File: src/rtl/turnstile_pkg.sv
// Shared types and constants for the turnstile coin front end.
// Holds the debounce state encoding, slot count, bank width and default coin pricing.
package turnstile_pkg;

  typedef enum logic [1:0] {
    S_LOW  = 2'd0,
    S_RISE = 2'd1,
    S_HIGH = 2'd2,
    S_FALL = 2'd3
  } deb_state_t;

  localparam int NUM_SLOTS    = 3;
  localparam int BANK_W       = 8;
  localparam int DEF_DEBOUNCE = 4;
  localparam int DEF_VAL0     = 5;
  localparam int DEF_VAL1     = 10;
  localparam int DEF_VAL2     = 25;
  localparam int DEF_PRICE    = 50;

  // True when two or more slots report a coin in the same cycle.
  function automatic logic multi_hot(input logic [NUM_SLOTS-1:0] v);
    return (v[0] & v[1]) | (v[0] & v[2]) | (v[1] & v[2]);
  endfunction

endpackage

File: src/rtl/coin_debounce.sv
// One coin slot: 2-flop synchronizer, debounce counter/FSM, and a one-cycle
// accept pulse registered on entry to the stable-high state.
module coin_debounce #(
  parameter int DEBOUNCE_CYCLES = 4
) (
  input  logic clk,
  input  logic rst_n,
  input  logic sense,
  output logic accept
);
  import turnstile_pkg::*;

  localparam logic [3:0] DEB_C = 4'(DEBOUNCE_CYCLES);

  logic       sync1_r;
  logic       sync2_r;
  logic [3:0] cnt_r;
  deb_state_t state_r;
  logic       accept_r;

  // Synchronizer, debounce FSM and accept pulse.
  always_ff @(posedge clk) begin
    if (!rst_n) begin
      sync1_r  <= 1'b0;
      sync2_r  <= 1'b0;
      cnt_r    <= 4'd0;
      state_r  <= S_LOW;
      accept_r <= 1'b0;
    end else begin
      sync1_r  <= sense;
      sync2_r  <= sync1_r;
      accept_r <= 1'b0;
      case (state_r)
        S_LOW: begin
          if (sync2_r) begin
            // A single required sample means the first high sample is already stable.
            if (DEB_C == 4'd1) begin
              state_r  <= S_HIGH;
              cnt_r    <= 4'd0;
              accept_r <= 1'b1;
            end else begin
              state_r <= S_RISE;
              cnt_r   <= 4'd1;
            end
          end else begin
            cnt_r <= 4'd0;
          end
        end
        S_RISE: begin
          if (!sync2_r) begin
            state_r <= S_LOW;
            cnt_r   <= 4'd0;
          end else if (cnt_r + 4'd1 == DEB_C) begin
            state_r  <= S_HIGH;
            cnt_r    <= 4'd0;
            accept_r <= 1'b1;
          end else begin
            cnt_r <= cnt_r + 4'd1;
          end
        end
        S_HIGH: begin
          if (!sync2_r) begin
            if (DEB_C == 4'd1) begin
              state_r <= S_LOW;
              cnt_r   <= 4'd0;
            end else begin
              state_r <= S_FALL;
              cnt_r   <= 4'd1;
            end
          end else begin
            cnt_r <= 4'd0;
          end
        end
        S_FALL: begin
          if (sync2_r) begin
            state_r <= S_HIGH;
            cnt_r   <= 4'd0;
          end else if (cnt_r + 4'd1 == DEB_C) begin
            state_r <= S_LOW;
            cnt_r   <= 4'd0;
          end else begin
            cnt_r <= cnt_r + 4'd1;
          end
        end
        default: begin
          state_r <= S_LOW;
          cnt_r   <= 4'd0;
        end
      endcase
    end
  end

  assign accept = accept_r;

endmodule

File: src/rtl/coin_acceptor.sv
// Coin acceptor top: debounces three slots, arbitrates accepts, banks coin value
// and emits one credit pulse per PRICE banked (paused by inhibit).
module coin_acceptor
  import turnstile_pkg::*;
#(
  parameter int DEBOUNCE_CYCLES = DEF_DEBOUNCE,
  parameter int VAL0            = DEF_VAL0,
  parameter int VAL1            = DEF_VAL1,
  parameter int VAL2            = DEF_VAL2,
  parameter int PRICE           = DEF_PRICE
) (
  input  logic              clk,
  input  logic              rst_n,
  input  logic [2:0]        coin_sense,
  input  logic              inhibit,
  output logic              coin_out,
  output logic              reject,
  output logic [BANK_W-1:0] bank
);

  localparam logic [BANK_W:0] VAL0_C  = (BANK_W+1)'(VAL0);
  localparam logic [BANK_W:0] VAL1_C  = (BANK_W+1)'(VAL1);
  localparam logic [BANK_W:0] VAL2_C  = (BANK_W+1)'(VAL2);
  localparam logic [BANK_W:0] PRICE_C = (BANK_W+1)'(PRICE);
  localparam logic [BANK_W:0] BANK_MAX_C = {1'b0, {BANK_W{1'b1}}};

  logic [NUM_SLOTS-1:0] accept_s;
  logic [BANK_W-1:0]    bank_r;
  logic                 coin_out_r;
  logic                 reject_r;

  logic                 dispense_s;
  logic                 reject_s;
  logic [BANK_W:0]      add_s;
  logic [BANK_W:0]      base_s;
  logic [BANK_W:0]      sum_s;
  logic [BANK_W:0]      next_s;

  for (genvar i = 0; i < NUM_SLOTS; i++) begin : g_slot
    coin_debounce #(
      .DEBOUNCE_CYCLES(DEBOUNCE_CYCLES)
    ) u_deb (
      .clk   (clk),
      .rst_n (rst_n),
      .sense (coin_sense[i]),
      .accept(accept_s[i])
    );
  end

  // Accept arbitration and 9-bit bank arithmetic; overflow or collisions return the coin.
  always_comb begin
    dispense_s = ({1'b0, bank_r} >= PRICE_C) && !inhibit;
    case (accept_s)
      3'b001:  add_s = VAL0_C;
      3'b010:  add_s = VAL1_C;
      3'b100:  add_s = VAL2_C;
      default: add_s = {(BANK_W+1){1'b0}};
    endcase
    base_s = {1'b0, bank_r} - (dispense_s ? PRICE_C : {(BANK_W+1){1'b0}});
    sum_s  = base_s + add_s;
    if (multi_hot(accept_s) || (sum_s > BANK_MAX_C)) begin
      reject_s = 1'b1;
      next_s   = base_s;
    end else begin
      reject_s = 1'b0;
      next_s   = sum_s;
    end
  end

  // Output and bank registers.
  always_ff @(posedge clk) begin
    if (!rst_n) begin
      bank_r     <= {BANK_W{1'b0}};
      coin_out_r <= 1'b0;
      reject_r   <= 1'b0;
    end else begin
      bank_r     <= next_s[BANK_W-1:0];
      coin_out_r <= dispense_s;
      reject_r   <= reject_s;
    end
  end

  assign bank     = bank_r;
  assign coin_out = coin_out_r;
  assign reject   = reject_r;

endmodule

File: config.mk
export PLATFORM = sky130hd
export DESIGN_NAME = coin_acceptor
export DESIGN_NICKNAME = d
export VERILOG_FILES = /design/src/rtl/turnstile_pkg.sv /design/src/rtl/coin_debounce.sv /design/src/rtl/coin_acceptor.sv
export SDC_FILE = /design/constraint.sdc
export NUM_CORES = 1
export LEC_CHECK = 0
export CORE_MARGIN = 8
export CORE_UTILIZATION = 62
export CTS_CLUSTER_DIAMETER = 40
export DETAILED_ROUTE_END_ITERATION = 6
export PLACE_DENSITY = 0.93
export SLEW_MARGIN = 20
export SYNTH_ARGS = -nofsm -noshare
export SYNTH_HDL_FRONTEND = slang
export SYNTH_HIERARCHICAL = 1
export SYNTH_SLANG_ARGS = --single-unit
File: constraint.sdc
create_clock -name clk -period 8.5 [get_ports clk]
set_input_delay 2.125 -clock clk [delete_from_list [all_inputs] [get_ports clk]]
set_output_delay 2.125 -clock clk [all_outputs]
set_load 0.02 [all_outputs]
==> flow_summary.toml, run 1 <==
[layout]
final_common_cell = "dfxtp_1"
area_delta_synth_final_pct = 12.8
layout_common_cells = "dfxtp_1 (37), nor2_1 (25), nand2_1 (20), a21oi_1 (17)"
finish.instance_area_sq_um = 2380
finalNonFillerCells = 298
drive_above_1_share_pct = 10.3
diodes = 0
fin_nets = 273

[logic_synthesis]
yosysWarnings = 6
ys_top_cells_by_area = "dfxtp_1 (35%), ha_1 (8.9%), nor2_1 (4.5%), xor2_1 (4.2%), a21oi_1 (4.0%)"
yosys.area.top_type = "dfxtp_1"
syn-cell-area_sq_um = 2110
ys_ff_latch = 37
seq_area_frac_synth_pct = 35.2
synth_area_per_cell_sq_um = 9.04
ys_types = 48
synth_cells = 233
netlist.area_leader.share_pct = 35.2
synth_nets = 255

[timing]
final-hold-violation-count = 0
maxSlewViolCount = 0
finClkSkew_ps = 8.74
max_freq_ghz = 0.205
grt_setup_unrepaired = "false"
relSlewSlack_pct = 49.8
finalSetupTns_ps = 0
min_period_ps = 4890
setup_viol = 0
timing.final.crit_share_pct = 57.5
worstMarginPinSlew_ps = 751

[route]
dr.pass1.iters = 4
ant_nets = 0
viasPerCell = 5.52
routed_wl_mm = 3.85
wire_per_inst_microns = 12.9
num_vias = 1644
drt_drc_violations_left = 0
drt_iter0_drc = 119

[setup_path]
cp-start-kind = "input pin"
crit_fanout = 12
crit_type = "in2reg"
endpoint_kind = "register"
worstPathRequired_ps = 8720
arrival_ps = 5100

[clock_tree]
ctsLongestPathBuffers = 2
cts_tree = "done"
cts_root_buf = "clkbuf_4"
h-tree-depth = 2
clk_latency_ps = 330
ctsResizeCount = 0
clk_pin_slew_ps = 110
cts_setup_buffers = 0
cts_buffers = 5
holdBufCountCts = 0
cts_sinks = 37

[die]
io_pins = 16
initial_utilization_pct = 63.6
die_area_sq_um = 5520
core-area_sq_um = 3310
rows = 21
die_x_microns = 74.3
die_h_microns = 74.3

[power]
p_clk_share_pct = 20.0
switchingPower_mw = 0.247
irDropWorstVdd_mv = 0.164
power_density_nw_per_um2 = 272
swShare_pct = 38.3
power.share.sequential_pct = 33.1
p_comb_share_pct = 46.9
p_leak_nw = 0.996
internal_power_mw = 0.399

[global_route]
grt_max_degree = 24
grt_remaining_overflow = 0
grt_use_met2_pct = 27.4
grt_pass1_vias = 1589
grtUsageMet3_pct = 3.77
grt.busiest_layer = "met2"
antenna_found_initial = 0
grt.total_usage_pct = 15.2
met1_usage_pct = 16.9
grt_pass1_wl_mm = 6.72

[min_path]
hp-class = "reg2reg"

[placed_design]
dp_cells = 290
placed_area_sq_um = 2290
portBuffers = 15
dp_hpwl_mm = 2.86
gp_congestion = 0.878

[run_status]
status = "complete, no violations"

[flow_run]
max-cap-violations = 0
-- area by class of cell --
| type | instances | area [sq um] |
|---|---|---|
| clock buffers | 6 | 51.3 |
| clock inverters | 2 | 37.5 |
| fillers | 264 | 935 |
| inverters | 8 | 30.0 |
| multi-input cells | 184 | 1310 |
| flip-flops and latches | 37 | 741 |
| well taps | 46 | 57.6 |
| repair buffers | 15 | 150 |
-- layer usage --
metal	wire (microns)	vias up
met3	140	4
met2	1960	27
li1	-	862
met5	0	-
met4	39	0
met1	1700	751
-- sequential cells by signal (all words and copies together) (netlist names), named ones only --
signal	cells
bank	8
g_slot.u_deb/cnt_r	12
g_slot.u_deb/sync2_r	3
g_slot.u_deb/accept	3
coin_out	1
g_slot.u_deb/state_r	3
g_slot.u_deb/sync1_r	3
reject	1
-- cells by family after synthesis --
group / Yosys count / share of synthesized area [%]
fa+ha+maj: 16 / 9.86
buf+inv: 12 / 2.73
mux: 8 / 3.86
compound gates: 43 / 14.5
xor+xnor: 17 / 7.07
flops: 37 / 35.2
simple gates: 100 / 26.8
-- power by group through the flow --
stage	clock (mW)	sequential, mW	combinational, mW
2_1_floorplan	0	0.226	0.231
5_1_grt	0.140	0.217	0.336
3_3_place_gp	0	0.217	0.293
6_report	0.129	0.214	0.303
4_1_cts	0.132	0.214	0.302
3_5_place_dp	0	0.218	0.299
-- final timing paths --
check	from	to	slack [ps]	cells past startpoint
worst max register to register	bank[6]$_SDFF_PN0_	bank[1]$_SDFF_PN0_	5090	12
worst min register to register	g_slot[1].u_deb/sync1_r$_SDFF_PN0_	g_slot[1].u_deb/sync2_r$_SDFF_PN0_	450	1
worst max-delay path	inhibit	bank[1]$_SDFF_PN0_	3610	12
worst min-delay path	g_slot[1].u_deb/sync1_r$_SDFF_PN0_	g_slot[1].u_deb/sync2_r$_SDFF_PN0_	450	1
-- through the flow --
step | hold slack (ps) | setup WS (ps) | util, % | power (mW)
2_1_floorplan | 412 | 4120 | - | 0.457
3_3_place_gp | 414 | 3450 | 69.1 | 0.510
3_5_place_dp | 424 | 3330 | 69.1 | 0.517
4_1_cts | 454 | 3660 | 71.8 | 0.648
5_1_grt | 478 | 3350 | 71.8 | 0.694
6_report | 448 | 3610 | 71.8 | 0.646
-- cells in the mapped netlist, drive strengths merged --
master,count
nor3,2
nand2b,7
or2,2
o211a,1
a211o,1
o211ai,1
clkbuf,2
xnor2,7
o22ai,5
o21ai,5
o21bai,2
a41o,1
inv,8
mux2,1
nand4,5
nor2b,2
a21oi,17
nand4b,5
nor3b,6
fa,1
nor4,1
nor2,25
a21o,3
mux2i,7
a31oi,1
dfxtp,37
o311ai,1
buf,2
nand2,20
nor4b,1
or3,1
ha,15
and4,1
and2,11
xor2,10
or3b,1
a31o,2
nand3,9
a211oi,3
and3,1
-- worst max-delay path, cell delays in order --
cell and delay [ps]:
clkdlybuf4s50_1 410, a21oi_1 180, ha_1 230, nor3b_1 310, xnor2_1 140, ha_1 330, o21ai_0 90, o21bai_1 170
nand3_1 170, a211oi_4 580, mux2i_1 290, nor2_1 70
No activity file was read; power rests on OpenSTA's default activity.
==> run 2: changes to the inputs <==
--- a/config.mk
+++ b/config.mk
@@ -6,10 +6,10 @@
 export NUM_CORES = 1
 export LEC_CHECK = 0
 export CORE_MARGIN = 8
-export CORE_UTILIZATION = 62
+export CORE_UTILIZATION = 52
 export CTS_CLUSTER_DIAMETER = 40
 export DETAILED_ROUTE_END_ITERATION = 6
-export PLACE_DENSITY = 0.93
+export PLACE_DENSITY = 0.84
 export SLEW_MARGIN = 20
 export SYNTH_ARGS = -nofsm -noshare
 export SYNTH_HDL_FRONTEND = slang
==> constraint.sdc (replaced) <==
create_clock -name clk -period 4.2 [get_ports clk]
set_input_delay 1.05 -clock clk [delete_from_list [all_inputs] [get_ports clk]]
set_output_delay 1.05 -clock clk [all_outputs]
set_load 0.02 [all_outputs]
==> flow_summary.toml, run 2 (synthesis gave the netlist of run 1 again) <==
[run_status]
status = "complete, no violations"

[setup_path]
endpoint_kind = "register"
arrival_ps = 4070
crit_type = "in2reg"
r2r_cells = 12
crit_fanout = 11
cp-start-kind = "input pin"
worstPathRequired_ps = 4400

[die]
io_pins = 16
die_area_sq_um = 6340
core-area_sq_um = 3940
die_x_microns = 79.7
die_h_microns = 79.7
initial_utilization_pct = 53.4
rows = 23

[route]
ant_nets = 0
drt_iter0_drc = 165
num_vias = 1702
routed_wl_mm = 3.93
wire_per_inst_microns = 13.0
viasPerCell = 5.64
drt_drc_violations_left = 0
dr.pass1.iters = 4

[power]
irDropWorstVdd_mv = 0.224
p_leak_nw = 1.00
p_clk_share_pct = 18.7
power.share.sequential_pct = 32.8
p_total_mw = 1.32
internal_power_mw = 0.807
p_comb_share_pct = 48.5
swShare_pct = 38.9
switchingPower_mw = 0.514
power_density_nw_per_um2 = 553

[layout]
diodes = 0
largest_reg_flops = 12
drive_above_1_share_pct = 9.92
area_delta_synth_final_pct = 13.2
layout_common_cells = "dfxtp_1 (37), nor2_1 (25), nand2_1 (20), a21oi_1 (17)"
fin_nets = 274
final_common_cell = "dfxtp_1"
finalNonFillerCells = 302
regMostFlops = "g_slot.u_deb/cnt_r"

[clock_tree]
cts_root_buf = "clkbuf_8"
cts_buffers = 5
clk_pin_slew_ps = 70
ctsLongestPathBuffers = 2
ctsResizeCount = 0
cts_tree = "done"
clk_latency_ps = 290
cts_sinks = 37
holdBufCountCts = 0
cts_setup_buffers = 0
h-tree-depth = 2

[global_route]
grt_remaining_overflow = 0
grt_pass1_vias = 1652
antenna_found_initial = 0
grt_pass1_wl_mm = 6.93
grt.total_usage_pct = 13.7
grt_max_degree = 24

[placed_design]
dp_hpwl_mm = 2.91
dp_cells = 295
gp_congestion = 0.845
portBuffers = 15

[timing]
relSlewSlack_pct = 48.6
final-hold-violation-count = 0
maxSlewViolCount = 0
max_freq_ghz = 0.259
min_period_ps = 3870
worstMarginPinSlew_ps = 769
setup_viol = 0
finalSetupTns_ps = 0
timing.final.crit_share_pct = 92.0
finClkSkew_ps = 10.1
grt_setup_unrepaired = "false"

[min_path]
min_path_cells = 1
hp-class = "reg2reg"

[flow_run]
max-cap-violations = 0
## run 2: changes by cell type in the layout (fill, tap and decap cells not counted)
cell	change
clkbuf_1	+1
bufinv_16	-1
clkinvlp_4	-1
clkbuf_8	+5
clkbuf_4	-5
buf_4	+1
## run 2: path summary, 6_finish.rpt
path         slack, ps                                 end                               start
max                330                  bank[5]$_SDFF_PN0_                             inhibit
min                440  g_slot[1].u_deb/sync2_r$_SDFF_PN0_  g_slot[1].u_deb/sync1_r$_SDFF_PN0_
max reg2reg        780                  bank[5]$_SDFF_PN0_                  bank[6]$_SDFF_PN0_
min reg2reg        440  g_slot[1].u_deb/sync2_r$_SDFF_PN0_  g_slot[1].u_deb/sync1_r$_SDFF_PN0_
## run 2: final cells by class
class                      count  area [sq um]
timing repair buffer          16           158
tap                           50          62.6
clock buffer                   7          86.3
multi-input combinational    184          1310
fill                         335          1560
inverter                       8          30.0
sequential                    37           741
## run 2: metrics by stage
stage	utilization, %	hold WS [ps]	cell area, sq um	setup slack, ps
after floorplan	-	412	2110	897
after global placement	58.3	413	2300	235
after detailed placement	58.3	423	2300	121
after CTS	60.5	439	2390	415
after global routing	60.5	456	2390	121
final	60.5	436	2390	334
## run 2: metal layers
metal | routed length (microns) | track usage [%] | vias to the layer above
met5 | 0 | 0 | -
met4 | 140 | 8.70 | 0
met3 | 196 | 4.05 | 16
met2 | 1850 | 22.3 | 42
met1 | 1750 | 15.3 | 785
li1 | - | - | 859
## run 2: worst max-delay path, stage by stage
cell and delay (ps):
clkdlybuf4s50_1 400, a21oi_1 170, ha_1 240, nor3b_1 320, xnor2_1 150, ha_1 350, o21ai_0 90, o21bai_1 170
nand3_1 170, a211oi_4 560, nand3_1 150, a21oi_1 250
## run 2: power groups by stage
| stage | clock network (mW) | registers [mW] | logic, mW |
|---|---|---|---|
| 2_1_floorplan | 0 | 0.457 | 0.468 |
| 5_1_grt | 0.268 | 0.440 | 0.704 |
| 3_3_place_gp | 0 | 0.438 | 0.608 |
| 3_5_place_dp | 0 | 0.441 | 0.628 |
| 4_1_cts | 0.257 | 0.433 | 0.635 |
| 6_report | 0.247 | 0.434 | 0.640 |
==> run 3: changes to the inputs <==
--- a/config.mk
+++ b/config.mk
@@ -9,6 +9,7 @@
 export CORE_UTILIZATION = 52
 export CTS_CLUSTER_DIAMETER = 40
 export DETAILED_ROUTE_END_ITERATION = 6
+export GPL_ROUTABILITY_DRIVEN = 0
 export PLACE_DENSITY = 0.84
 export SLEW_MARGIN = 20
 export SYNTH_ARGS = -nofsm -noshare
==> results of run 3 <==
Same layout as run 2: the final DEF is identical, and so are final timing and power.
